**src/rtl/seq_pattern_tx.sv**
```systemverilog
`default_nettype none
// ============================================================================
// Module      : seq_pattern_tx
// Description : Serial pattern transmitter. Latches a WIDTH-bit pattern on a
//               start request and sends it MSB-first, one bit per clock,
//               repeating the frame back-to-back 'rep' times (0 acts as 1).
//               Moore machine; every output is a register.
//               Optional feature macro: SEQ_TX_PARITY_EN appends one
//               even-parity bit to every frame.
// Revision    : 1.0 - initial release
// ============================================================================
module seq_pattern_tx #(
    parameter int   WIDTH    = 4,
    parameter logic IDLE_BIT = 1'b0
) (
    input  logic             clk,
    input  logic             rst,
    input  logic             start,
    input  logic [WIDTH-1:0] pat_in,
    input  logic [3:0]       rep,
    output logic             y,
    output logic             y_valid,
    output logic             busy,
    output logic             done
);

    localparam int                C_BW   = $clog2(WIDTH + 1);
    localparam logic [C_BW-1:0]   C_LAST = C_BW'(WIDTH - 1);
    localparam logic [C_BW-1:0]   C_ONE  = C_BW'(1);

    typedef enum logic [1:0] {
        S_IDLE  = 2'd0,
        S_SHIFT = 2'd1,
        S_PAR   = 2'd2,
        S_DONE  = 2'd3
    } state_t;

    state_t           state_q, state_d;
    logic [WIDTH-1:0] sreg_q,  sreg_d;
    logic [WIDTH-1:0] pat_q,   pat_d;
    logic [C_BW-1:0]  bit_q,   bit_d;
    logic [4:0]       frm_q,   frm_d;
    logic             y_q,     y_d;
    logic             yv_q,    yv_d;
    logic             busy_q,  busy_d;
    logic             done_q,  done_d;

    // Next-state, datapath and next-output computation; outputs are derived
    // from the next state so they are registered alongside it.
    always_comb begin
        state_d = state_q;
        sreg_d  = sreg_q;
        pat_d   = pat_q;
        bit_d   = bit_q;
        frm_d   = frm_q;

        case (state_q)
            S_IDLE: begin
                if (start) begin
                    sreg_d  = pat_in;
                    pat_d   = pat_in;
                    frm_d   = (rep == 4'd0) ? 5'd1 : {1'b0, rep};
                    bit_d   = '0;
                    state_d = S_SHIFT;
                end
            end
            S_SHIFT: begin
                sreg_d = sreg_q << 1;
                bit_d  = bit_q + C_ONE;
                if (bit_q == C_LAST) begin
                    bit_d = '0;
`ifdef SEQ_TX_PARITY_EN
                    state_d = S_PAR;
`else
                    if (frm_q > 5'd1) begin
                        frm_d   = frm_q - 5'd1;
                        sreg_d  = pat_q;
                        state_d = S_SHIFT;
                    end else begin
                        state_d = S_DONE;
                    end
`endif
                end
            end
`ifdef SEQ_TX_PARITY_EN
            S_PAR: begin
                bit_d = '0;
                if (frm_q > 5'd1) begin
                    frm_d   = frm_q - 5'd1;
                    sreg_d  = pat_q;
                    state_d = S_SHIFT;
                end else begin
                    state_d = S_DONE;
                end
            end
`endif
            S_DONE: begin
                state_d = S_IDLE;
            end
            default: begin
                state_d = S_IDLE;
                bit_d   = '0;
                frm_d   = '0;
            end
        endcase

        // Output values for the state being entered.
        y_d    = IDLE_BIT;
        yv_d   = 1'b0;
        busy_d = 1'b0;
        done_d = 1'b0;
        case (state_d)
            S_SHIFT: begin
                y_d    = sreg_d[WIDTH-1];
                yv_d   = 1'b1;
                busy_d = 1'b1;
            end
`ifdef SEQ_TX_PARITY_EN
            S_PAR: begin
                y_d    = ^pat_d;
                yv_d   = 1'b1;
                busy_d = 1'b1;
            end
`endif
            S_DONE: begin
                busy_d = 1'b1;
                done_d = 1'b1;
            end
            default: begin
                y_d = IDLE_BIT;
            end
        endcase
    end

    // State, datapath and output registers; reset acts immediately.
    always_ff @(posedge clk or posedge rst) begin
        if (rst) begin
            state_q <= S_IDLE;
            sreg_q  <= '0;
            pat_q   <= '0;
            bit_q   <= '0;
            frm_q   <= '0;
            y_q     <= IDLE_BIT;
            yv_q    <= 1'b0;
            busy_q  <= 1'b0;
            done_q  <= 1'b0;
        end else begin
            state_q <= state_d;
            sreg_q  <= sreg_d;
            pat_q   <= pat_d;
            bit_q   <= bit_d;
            frm_q   <= frm_d;
            y_q     <= y_d;
            yv_q    <= yv_d;
            busy_q  <= busy_d;
            done_q  <= done_d;
        end
    end

    assign y       = y_q;
    assign y_valid = yv_q;
    assign busy    = busy_q;
    assign done    = done_q;

endmodule
`default_nettype wire

```
**config.mk**
```make
export PLATFORM = sky130hd
export DESIGN_NAME = seq_pattern_tx
export DESIGN_NICKNAME = d
export VERILOG_FILES = /design/src/rtl/seq_pattern_tx.sv
export SDC_FILE = /design/constraint.sdc
export NUM_CORES = 1
export LEC_CHECK = 0
export ABC_AREA = 0
export BUFFER_PORTS_ARGS = -buffer_cell sky130_fd_sc_hd__buf_2
export CORE_MARGIN = 2
export CORE_UTILIZATION = 49
export CTS_BUF_LIST = sky130_fd_sc_hd__clkbuf_4 sky130_fd_sc_hd__clkbuf_8
export DETAILED_ROUTE_END_ITERATION = 12
export PLACE_DENSITY = 0.7
export SLEW_MARGIN = 5
export SYNTH_ARGS = -nofsm -noshare
export SYNTH_HDL_FRONTEND = slang
export SYNTH_SLANG_ARGS = --single-unit
```
**constraint.sdc**
```tcl
create_clock -name clk -period 1.9 [get_ports clk]
set_clock_uncertainty 0.15 [all_clocks]
set_input_delay 0.19 -clock clk [delete_from_list [all_inputs] [get_ports clk]]
set_output_delay 0.19 -clock clk [all_outputs]
set_load 0.05 [all_outputs]
```
### Word level (Yosys, flattened, before mapping)

Index checks and enable logic that the tools add are counted.

| storage, ports and cells | value |
|---|---|
| register bits after elaboration | 22 |
| input port bits | 11 |
| output and inout bits | 4 |
| word-level logic and storage cells | 50 |

| operators by class | value |
|---|---|
| $add $sub $neg | 2 |
| order comparisons | 1 |
| equal/unequal tests | 8 |
| muxes and demuxes | 20 |
| bitwise logic cells | 1 |
| reduce and logical (&&, ||, !) cells | 8 |

Operators by type and width:

| operator | number |
|---|---|
| 2-to-1 mux 4 bit | 4 |
| 2-to-1 mux 5 bit | 3 |
| case mux 5 bit (3 select lines) | 1 |
| case mux 3 bit (3 select lines) | 1 |
| case mux 4 bit (2 select lines) | 1 |
| 2-to-1 mux 2 bit | 3 |
| 2-to-1 mux 3 bit | 2 |
| inequality test 2 bit, second input constant | 3 |
| AND reduction 2 bit | 3 |
| greater-than comparator 5 x 1 -> 1 bit, second input constant | 1 |
| subtractor 5 x 1 -> 5 bit, second input constant | 1 |
| == test 2 x 1 -> 1 bit, second input constant | 2 |
| == test 2 bit, second input constant | 2 |
| logical NOT 4 bit | 1 |
| 2-to-1 mux 1 bit | 4 |
| case mux 2 bit (2 select lines) | 1 |
| AND reduction 4 bit | 1 |
| adder 3 x 1 -> 3 bit, second input constant | 1 |
| == test 3 x 2 -> 1 bit, second input constant | 1 |
| logical NOT 2 bit | 1 |
| nonzero test 2 bit | 1 |
| OR reduction 2 bit | 1 |
| NOT 1 bit | 1 |

### Logic depth before layout (Yosys ltp)

Gate-level depths: netlist of the first run.

| depth | value |
|---|---|
| word-level depth | 7 |
| gate-level depth with buffers | 6 |
| depth with buffers taken out | 6 |

### Worst setup path after synthesis of the first run

Ideal clock, no wire load.

| timing path | value |
|---|---|
| path kind | register to register |
| start point | register state_q[0] |
| end point | register frm_q[2] |
| library setup time | 0.126 ns |
| data arrival time | 1.501 ns |
| data required time | 1.624 ns |
| slack | 0.123 ns |
| cell stages (with the launch flop) | 5 |
| path buffers | 0 |
| clock period less this slack | 1.777 ns |
| path through | dfrtp_1 nand4bb_2 a21oi_1 o22ai_1 a221o_1 |

| between the ends | value |
|---|---|
| cells in the longest elaborated chain, start to end | 3 |
| elaborated cells between the ends (all ways) | 9 |
| classes of those cells | eq/ne: 5; mux: 1; bitwise: 1; reduce/logical: 2 |

Ends and longest elaborated chain:

| element | RTL line | text |
|---|---|---|
| start: declaration | 38 | `state_t state_q, state_d;` |
| start signal: assignment | 148 | `state_q <= state_d;` |
| == test 2 x 1 -> 1 bit (tied with other cells) | 57 | `case (state_q)` |
| inequality test 2 bit (no line) / NOT 1 bit (equally long branches) | - |  |
| AND reduction 4 bit (no line) | - |  |
| end signal: assignment | 152 | `frm_q <= frm_d;` |
| end: declaration | 42 | `logic [4:0] frm_q, frm_d;` |

Parallel ways exist; a longest one is shown, timed or not.
A chain may end at the register's enable or synchronous reset.

### Worst setup path after layout of the first run

| timing path | value |
|---|---|
| start point | register frm_q[1] |
| end point | register sreg_q[2] |

| between the ends | value |
|---|---|
| cells in the longest elaborated chain, start to end | 4 |

Ends and longest elaborated chain:

| element | RTL line | text |
|---|---|---|
| greater-than comparator 5 x 1 -> 1 bit | 75 | `if (frm_q > 5'd1) begin` |
| 2-to-1 mux 4 bit | 75 |  |
| 2-to-1 mux 4 bit | 70 | `if (bit_q == C_LAST) begin` |
| case mux 4 bit (2 select lines) | 57 |  |
| end signal: assignment | 149 | `sreg_q <= sreg_d;` |
| end: declaration | 39 | `logic [WIDTH-1:0] sreg_q, sreg_d;` |

Every way passes these cells.

==> results of run 1 <==
## what timing repair did
item | in CTS | in global routing
gates resized for setup | 0 | 2
setup endpoints to repair | 0 | 2
setup buffers | 0 | 0
endpoints found under the hold margin | 29 | 0
hold buffers | 7 | 0
## sequential cells by signal, summed over array words and instances (netlist names)
signal / flops
bit_q: 3
state_q: 2
pat_q: 4
y_valid: 1
done: 1
y: 1
frm_q: 5
sreg_q: 3
## worst max-delay path, stage by stage, from the launching register on
cell and delay, ns:
dfrtp_1 0.44, inv_1 0.10, ha_1 0.19, o21bai_2 0.23, a21oi_4 0.20, mux2i_1 0.10, a222oi_1 0.31
## cell type report
type | count | area [um2]
fill | 163 | 692
multi-input combinational | 71 | 536
sequential | 20 | 500
timing repair buffer | 26 | 178
tap | 27 | 33.8
clock inverter | 1 | 30.0
inverter | 8 | 30.0
clock buffer | 3 | 22.5
## Yosys cell counts, drive strengths merged (2+ instances only)
cell type,count
nor3,5
mux2i,3
nand2,4
a21oi,5
a211oi,2
nand2b,3
o21ai,5
nor2b,2
a21boi,2
nor3b,2
mux2,4
or2,2
dfrtp,20
ha,3
a222oi,2
buf,3
nor2,9
or3,2
inv,8
## report_power, final
group | internal (mW) | switching (mW) | total, mW
sequential | 0.578 | 0.126 | 0.703
combinational | 0.392 | 0.443 | 0.835
clock | 0.213 | 0.143 | 0.356
## per-stage QoR
stage | TNS (ns) | utilization [%] | area, um2 | hold WS [ns]
after floorplan | 0 | - | 1080 | 0.00383
after global placement | 0 | 59.2 | 1200 | 0.0770
after detailed placement | 0 | 59.2 | 1200 | 0.0804
after CTS | 0 | 65.2 | 1320 | 0.0195
after global routing | -0.0740 | 65.8 | 1330 | 0.0407
final | 0 | 65.8 | 1330 | 0.0335
## metal layers
metal | GRT usage, % | wire (um) | vias up
met2 | 33.1 | 1100 | 25
li1 | - | - | 426
met5 | 0 | 0 | -
met3 | 3.51 | 131 | 6
met4 | 8.11 | 40 | 0
met1 | 24.0 | 1020 | 405
## cells by family after synthesis
kind of cell,Yosys count
AOI/OAI and AO/OA,27
xor gates and xnor gates,1
adders and majority gates,3
buffers and inverters,12
DFF,20
muxes,7
and+or+nand+nor,33
## worst min path at each step
stage                      start  endpoint  slack, ns  cells past startpoint
final                     rep[0]  frm_q[0]       0.03                      3
after global routing      rep[0]  frm_q[0]       0.04                      3
after CTS                 rep[0]  frm_q[0]       0.02                      3
after detailed placement     rst   y_valid       0.08                      3
after global placement       rst   y_valid       0.08                      3
after floorplan              rst  bit_q[0]      0.004                      1
==> impl_metrics.py, run 1 <==
metrics = {
    "outcome": {
        "status": "finished, final reports clean",
    },
    "route": {
        "ant_nets": 0,
        "routed_via_density": 5.53,
        "wl_per_cell_um": 14.7,
        "drc": 0,
        "drt_first_iter_violations": 27,
        "dr.pass1.iters": 4,
        "vias": 862,
        "drt-total-wl_um": 2290,
    },
    "placement": {
        "gp_congestion": 0.927,
        "dp_hpwl_um": 1640,
        "portBuffers": 14,
        "place_inst": 145,
        "dp_worst_setup_slack_ns": 0.0662,
    },
    "synthesis": {
        "synth_xor_area_share_pct": 0.814,
        "synth-compound-area-share_pct": 18.8,
        "synthesis.area_um2": 1080,
        "synth-main-ff-cell": "dfrtp_1",
        "muxShareOfSynthArea_pct": 6.98,
        "synth_area_leader_cell": "dfrtp_1",
        "synthAdderAreaFrac_pct": 3.49,
        "yosys.area_share.simple_pct": 18.6,
        "yosys-top-cells-area": "dfrtp_1, mux2_2, ha_1, nor2_1, mux2i_1",
        "mappedNetlistNets": 117,
        "synth_cells": 103,
        "synth-edff-count": 0,
        "ys_types": 43,
        "postSynthAreaPerCell_um2": 10.4,
        "synth_top_area_share_pct": 46.5,
        "synth_top_family_by_area": "compound AO/OA/AOI/OAI gates",
        "ys_ff_latch": 20,
        "synth_seq_area_share_pct": 46.5,
        "async_flop_share_pct": 100,
        "yosysWarnings": 0,
    },
    "sta": {
        "rsz0062_at_grt": "yes",
        "min_period_ns": 1.82,
        "relSlewSlack_pct": 75.4,
        "timing.fmax_mhz": 550,
        "worst_pin_slew_ns": 0.367,
        "hold_viol_final": 0,
        "final_max_slew_viol_count": 0,
        "worst_slack_ns": 0.0803,
        "setup_viol": 0,
        "min_period_over_period_pct": 95.8,
    },
    "power": {
        "ir_worst_vdd_uv": 947,
        "leakagePower_nw": 0.596,
        "total_power_mw": 1.89,
        "power.density_nw_per_um2": 1420,
    },
    "clocking": {
        "path_clk_slew_ns": 0.13,
        "insertion_delay_ns": 0.31,
        "clock-sinks": 20,
        "clock-root-buffer": "clkbuf_4",
        "cts_tree": "done",
        "htree_levels": 1,
        "cts_max_path_buffers": 2,
        "cts_buffers": 3,
    },
    "critical_path": {
        "r2r-end": "sreg_q[2]",
        "regToRegStartpoint": "frm_q[1]",
        "critical_path_class": "flip-flop to flip-flop",
        "r2r_slack_ns": 0.08,
        "ff2ff_path_depth": 6,
        "start_kind": "flip-flop",
        "end_kind": "flip-flop",
        "cp.required_ns": 1.96,
        "cp_max_fo": 5,
        "critPathCapture": "sreg_q[2]",
        "worstSetupStartpoint": "frm_q[1]",
        "arrival_ns": 1.88,
    },
    "global_routing": {
        "grtUsageTotal_pct": 19.3,
        "grt_pass1_vias": 867,
        "grt_start_max_net_pins": 21,
        "grt_pass1_wl_um": 3700,
        "grt_remaining_overflow": 0,
        "antenna_found_initial": 0,
    },
    "cells_and_area": {
        "drive_above_1_share_pct": 29.5,
        "fin_cells": 156,
        "layout_common_cells": "dfrtp_1, buf_2, nor2_1",
        "syn_to_final_growth_pct": 23.6,
        "layout_commonest_cell": "dfrtp_1",
        "final_nets": 144,
        "antenna_cells": 0,
    },
    "run": {
        "maxCapViolations": 0,
    },
    "die": {
        "fp.dieW_um": 50.9,
        "die_area_um2": 2590,
        "top_level_ports": 15,
        "num_rows": 16,
        "die_h_um": 50.9,
        "core_um2": 2020,
        "initial_core_util_pct": 53.2,
    },
    "min_path": {
        "min-delay-path-class": "input pin to flip-flop",
    },
}
No activity file was read; power rests on OpenSTA's default activity.
==> run 2, diff against run 1 <==
- clock period: 1.9 -> 1.7 ns (I/O delays scaled with it)
==> run 2 against run 1 <==
Sequential power rose by 12%; critical endpoint is now frm_q[3]; count of clock-buffer cells in the layout unchanged; combinational power rose by 32%; power up 20%; final cell count up 3.8%; global-route usage increased by 0.63 points; utilization grew 4.1 points; wire length up 0.44%; worst setup slack got worse by 0.059 ns.
==> impl_metrics.py, run 2 (synthesis results as in run 1) <==
metrics = {
    "outcome": {
        "status": "finished, final reports clean",
    },
    "die": {
        "fp.dieW_um": 50.9,
        "num_rows": 16,
        "die_h_um": 50.9,
        "core_um2": 2020,
        "die_area_um2": 2590,
        "initial_core_util_pct": 53.2,
        "top_level_ports": 15,
    },
    "cells_and_area": {
        "final_nets": 150,
        "antenna_cells": 0,
        "final_cell_area_um2": 1410,
        "reg_top3": "frm_q x5, pat_q x4",
        "nFillCells": 158,
        "seq_area_um2": 503,
        "multi_input_area_um2": 572,
        "fin_util_pct": 69.9,
        "regMostFlops": "frm_q",
        "largest_reg_flops": 5,
        "drive_above_1_share_pct": 36.3,
        "layout_common_cells": "dfrtp_1, buf_2, buf_4",
        "layout_commonest_cell": "dfrtp_1",
        "fin_cells": 162,
        "syn_to_final_growth_pct": 31.4,
    },
    "run": {
        "maxCapViolations": 0,
    },
    "critical_path": {
        "cp_num_buf_inv": 1,
        "worstSetupStartpoint": "state_q[1]",
        "critPathCapture": "frm_q[3]",
        "path_depth": 5,
        "start_kind": "flip-flop",
        "end_kind": "flip-flop",
        "r2r_slack_ns": 0.02,
        "ff2ff_path_depth": 5,
        "crit_path_cell_trace": "buf_4 -> and4bb_2 -> o21ai_4 -> a32oi_1 -> nand3_1",
        "critical_path_class": "flip-flop to flip-flop",
        "cp.required_ns": 1.72,
        "regToRegStartpoint": "state_q[1]",
        "cp_top_family": "simple AND/OR/NAND/NOR gates",
        "slowest_delay_ns": 0.44,
        "r2r-end": "frm_q[3]",
        "cp_max_fo": 5,
        "arrival_ns": 1.70,
        "cpMaxStageDelayCell": "dfrtp_1",
    },
    "sta": {
        "worst_pin_slew_ns": 0.355,
        "hold_viol_final": 0,
        "setup_viol": 0,
        "final_max_slew_viol_count": 0,
        "final.setup.tns_ns": 0,
        "rsz0062_at_grt": "yes",
        "min_period_over_period_pct": 98.8,
        "holdWs_ns": 0.0379,
        "relSlewSlack_pct": 76.0,
        "timing.fmax_mhz": 596,
        "min_period_ns": 1.68,
    },
    "route": {
        "drc": 0,
        "ant_nets": 0,
        "dr.pass1.iters": 6,
        "drt-total-wl_um": 2300,
        "wl_per_cell_um": 14.2,
        "routed_via_density": 5.51,
        "drt_first_iter_violations": 19,
        "vias": 893,
    },
    "clocking": {
        "postCtsSetupBuffers": 0,
        "htree_levels": 1,
        "clock-root-buffer": "clkbuf_4",
        "insertion_delay_ns": 0.29,
        "cts_max_path_buffers": 2,
        "clock-sinks": 20,
        "cts_buffers": 3,
        "cts_tree": "done",
        "path_clk_slew_ns": 0.11,
    },
    "placement": {
        "portBuffers": 14,
        "gp_congestion": 0.891,
        "place_inst": 151,
        "dp_hpwl_um": 1620,
        "placed_area_um2": 1240,
    },
    "global_routing": {
        "grtUsageTotal_pct": 20.0,
        "grt_start_max_net_pins": 21,
        "grt_remaining_overflow": 0,
        "grt_pass1_wl_um": 4000,
        "antenna_found_initial": 0,
        "grt_pass1_vias": 912,
    },
    "power": {
        "ir_worst_vdd_uv": 1210,
        "leakagePower_nw": 0.625,
        "power.density_nw_per_um2": 1610,
    },
    "min_path": {
        "min-delay-path-class": "input pin to flip-flop",
        "hp-start": "rep[0]",
    },
}
==> run 2: cell count changes in the layout (fill, tap and decap cells not counted), sizes merged <==
cell / before / now
buf: 19 / 25
==> run 2: through the flow <==
stage               setup slack (ns)  power, mW
global placement              0.0654       1.72
global route                 -0.0926       2.45
finish                        0.0209       2.28
CTS                          0.00859       2.17
detailed placement          -0.00121       1.75
floorplan                     0.0279       1.47
==> run 2: repair_timing <==
item / CTS / global route
resized for setup: 1 / 9
hold endpoints to repair: 29 / 0
pin swaps: 0 / 2
gates cloned: 0 / 0
setup endpoints to repair: 1 / 6
hold buffers: 7 / 0
==> run 2: report_power, final <==
part	switching, mW	internal (mW)
clock network	0.146	0.238
logic	0.572	0.532
registers	0.140	0.648
total	0.859	1.42
==> run 2: final cells by class <==
class | instances | area share, %
multi-input combinational | 71 | 40.4
sequential | 20 | 35.6
timing repair buffer | 32 | 15.8
tap | 27 | 2.39
clock inverter | 1 | 2.12
inverter | 8 | 2.12
clock buffer | 3 | 1.59
==> run 2: worst reg2reg max path: cells and delay by family, from the launching register on <==
family | cells | cell delay (ns)
AO/OA/AOI/OAI | 2 | 0.32
buffers and inverters | 1 | 0.17
flip-flops | 1 | 0.44
AND/OR/NAND/NOR | 2 | 0.47
==> run 2: how the worst min path moves through the flow <==
| stage | to | slack [ns] | cells past startpoint |
|---|---|---|---|
| after floorplan | bit_q[0] | -0.02 | 1 |
| after global placement | y_valid | 0.05 | 3 |
| after detailed placement | y_valid | 0.06 | 3 |
| after CTS | frm_q[0] | 0.05 | 3 |
| after global routing | frm_q[0] | 0.07 | 3 |
| final | frm_q[0] | 0.04 | 3 |
==> run 2: metal layers <==
metal | share of wire [%] | vias to the layer above | track usage [%] | wire length, um
met3 | 3.9 | 0 | 2.63 | 90
li1 | - | 437 | - | -
met2 | 51 | 19 | 36.2 | 1160
met1 | 45 | 437 | 25.5 | 1050
met4 | 0 | 0 | 4.05 | 0
met5 | 0 | - | 0 | 0
==> run 3, diff against run 2 <==
- CORE_ASPECT_RATIO: unset -> 1.75
- CORE_UTILIZATION: 49 -> 40
- CTS_BUF_LIST: sky130_fd_sc_hd__clkbuf_4 sky130_fd_sc_hd__clkbuf_8 -> sky130_fd_sc_hd__clkbuf_2 sky130_fd_sc_hd__clkbuf_4 sky130_fd_sc_hd__clkbuf_8
- PLACE_DENSITY: 0.7 -> unset
==> run 3 against run 2 <==
Critical path depth down 1; clock power up 25%; count of clock-buffer cells in the layout unchanged; utilization down 14 points; sequential share of layout area about the same; non-clock buffer count down 1; critical endpoint is now frm_q[2]; critical path type unchanged; design area up 0.27%; hold slack better by 0.068 ns; sequential power up 2%; die area up 21%; combinational power about the same.
==> impl_metrics.py, run 3 (synthesis results as in run 1) <==
metrics = {
    "cells_and_area": {
        "reg_top3": "frm_q x5, pat_q x4",
        "fin_cells": 160,
        "nFillCells": 232,
        "layout_commonest_cell": "dfrtp_1",
        "largest_reg_flops": 5,
        "final_nets": 149,
        "syn_to_final_growth_pct": 31.7,
        "regMostFlops": "frm_q",
        "drive_above_1_share_pct": 36.6,
        "final_cell_area_um2": 1420,
        "antenna_cells": 0,
        "layout_common_cells": "dfrtp_1, buf_2, buf_4",
    },
    "clocking": {
        "htree_levels": 1,
        "clock-sinks": 20,
        "cts_tree": "done",
        "path_clk_slew_ns": 0.07,
        "cts_max_path_buffers": 2,
        "insertion_delay_ns": 0.26,
        "cts_buffers": 3,
        "clock-root-buffer": "clkbuf_8",
    },
    "critical_path": {
        "cpMaxStageDelayCell": "dfrtp_2",
        "cp_max_fo": 6,
        "crit_path_cell_trace": "or3_4 -> o21ai_2 -> nor3b_1 -> a221o_1",
        "arrival_ns": 1.61,
        "end_kind": "flip-flop",
        "cp.required_ns": 1.70,
        "critical_path_class": "flip-flop to flip-flop",
        "cp_top_family": "simple AND/OR/NAND/NOR gates",
        "slowest_delay_ns": 0.46,
        "cp_num_buf_inv": 0,
        "start_kind": "flip-flop",
    },
    "die": {
        "top_level_ports": 15,
        "die_area_um2": 3140,
        "fp.dieW_um": 43.2,
        "core_um2": 2520,
        "die_h_um": 72.6,
        "num_rows": 24,
        "initial_core_util_pct": 42.7,
    },
    "sta": {
        "min_period_ns": 1.62,
        "worst_pin_slew_ns": 0.331,
        "timing.fmax_mhz": 618,
        "hold_viol_final": 0,
        "min_period_over_period_pct": 95.2,
        "rsz0062_at_grt": "no",
        "final_max_slew_viol_count": 0,
        "relSlewSlack_pct": 77.7,
        "setup_viol": 0,
    },
    "global_routing": {
        "grt_remaining_overflow": 0,
        "grt_start_max_net_pins": 21,
        "antenna_found_initial": 0,
        "grt_pass1_wl_um": 4010,
        "grt_pass1_vias": 911,
        "grtUsageTotal_pct": 17.0,
    },
    "power": {
        "leakagePower_nw": 0.624,
        "power.density_nw_per_um2": 1670,
        "ir_worst_vdd_uv": 865,
        "total_power_mw": 2.36,
    },
    "placement": {
        "portBuffers": 14,
        "placed_area_um2": 1230,
        "gp_congestion": 0.840,
        "place_inst": 148,
        "dp_hpwl_um": 1700,
    },
    "run": {
        "maxCapViolations": 0,
    },
    "route": {
        "vias": 854,
        "ant_nets": 0,
        "routed_via_density": 5.34,
        "wl_per_cell_um": 14.3,
        "drt-total-wl_um": 2290,
        "drc": 0,
        "dr.pass1.iters": 4,
        "drt_first_iter_violations": 14,
    },
    "outcome": {
        "status": "finished, final reports clean",
    },
    "min_path": {
        "min-delay-path-class": "input pin to flip-flop",
    },
}
## run 3: cell count changes in the layout (fill, tap and decap cells not counted), sizes merged
| cell | delta |
|---|---|
| buf | -1 |
## run 3: final cells by class
| type | instances | area, um2 | area share, % |
|---|---|---|---|
| clock buffer | 3 | 41.3 | 2.91 |
| clock inverter | 1 | 30.0 | 2.12 |
| inverter | 8 | 30.0 | 2.12 |
| multi-input combinational | 71 | 564 | 39.8 |
| sequential | 20 | 504 | 35.6 |
| tap | 26 | 32.5 | 2.29 |
| timing repair buffer | 31 | 215 | 15.2 |
## run 3: tightest hold or removal path, delay by kind of cell
kind            cells  cell delay (ns)
compound gates      1             0.07
buf+inv             1             0.07
mux                 1             0.15
## run 3: power by group
group | total (mW) | switching [mW] | internal (mW)
sequential | 0.803 | 0.151 | 0.652
clock | 0.479 | 0.164 | 0.314
combinational | 1.08 | 0.533 | 0.548
total | 2.36 | 0.849 | 1.51
## run 3: path summary, 6_finish.rpt
| check | startpoint | endpoint | slack, ns | cells after the start |
|---|---|---|---|---|
| min reg2reg | sreg_q[0] | sreg_q[0] | 0.36 | 2 |
| max | frm_q[2] | frm_q[2] | 0.08 | 4 |
| max reg2reg | frm_q[2] | frm_q[2] | 0.08 | 4 |
| max in group asynchronous | rst | frm_q[4] | 0.85 | 4 |
| min in group asynchronous | rst | y | 0.32 | 4 |
| min | rep[0] | frm_q[0] | 0.11 | 3 |
## run 3: layer usage
metal / global-route usage, % / share of wire [%]
met1: 19.9 / 43
met2: 30.2 / 53
met3: 2.23 / 2.0
met4: 7.07 / 1.2
met5: 0 / 0
## run 3: what timing repair did
action	CTS	global route
buffers inserted	0	1
endpoints found under the setup margin	1	6
hold endpoints to repair	25	1
pin swaps	2	1
resized for setup	1	9
hold buffers	6	1
## run 3: metrics by stage
| step | hold slack, ns | worst slack, ns | TNS, ns | utilization (%) |
|---|---|---|---|---|
| floorplan | -0.0162 | 0.0279 | 0 | - |
| global placement | 0.0557 | 0.0386 | 0 | 48.6 |
| detailed placement | 0.0605 | -0.0150 | -0.0150 | 48.6 |
| CTS | 0.00285 | 0.0238 | 0 | 54.1 |
| global route | 0.108 | 0.00291 | 0 | 56.2 |
| finish | 0.106 | 0.0824 | 0 | 56.2 |
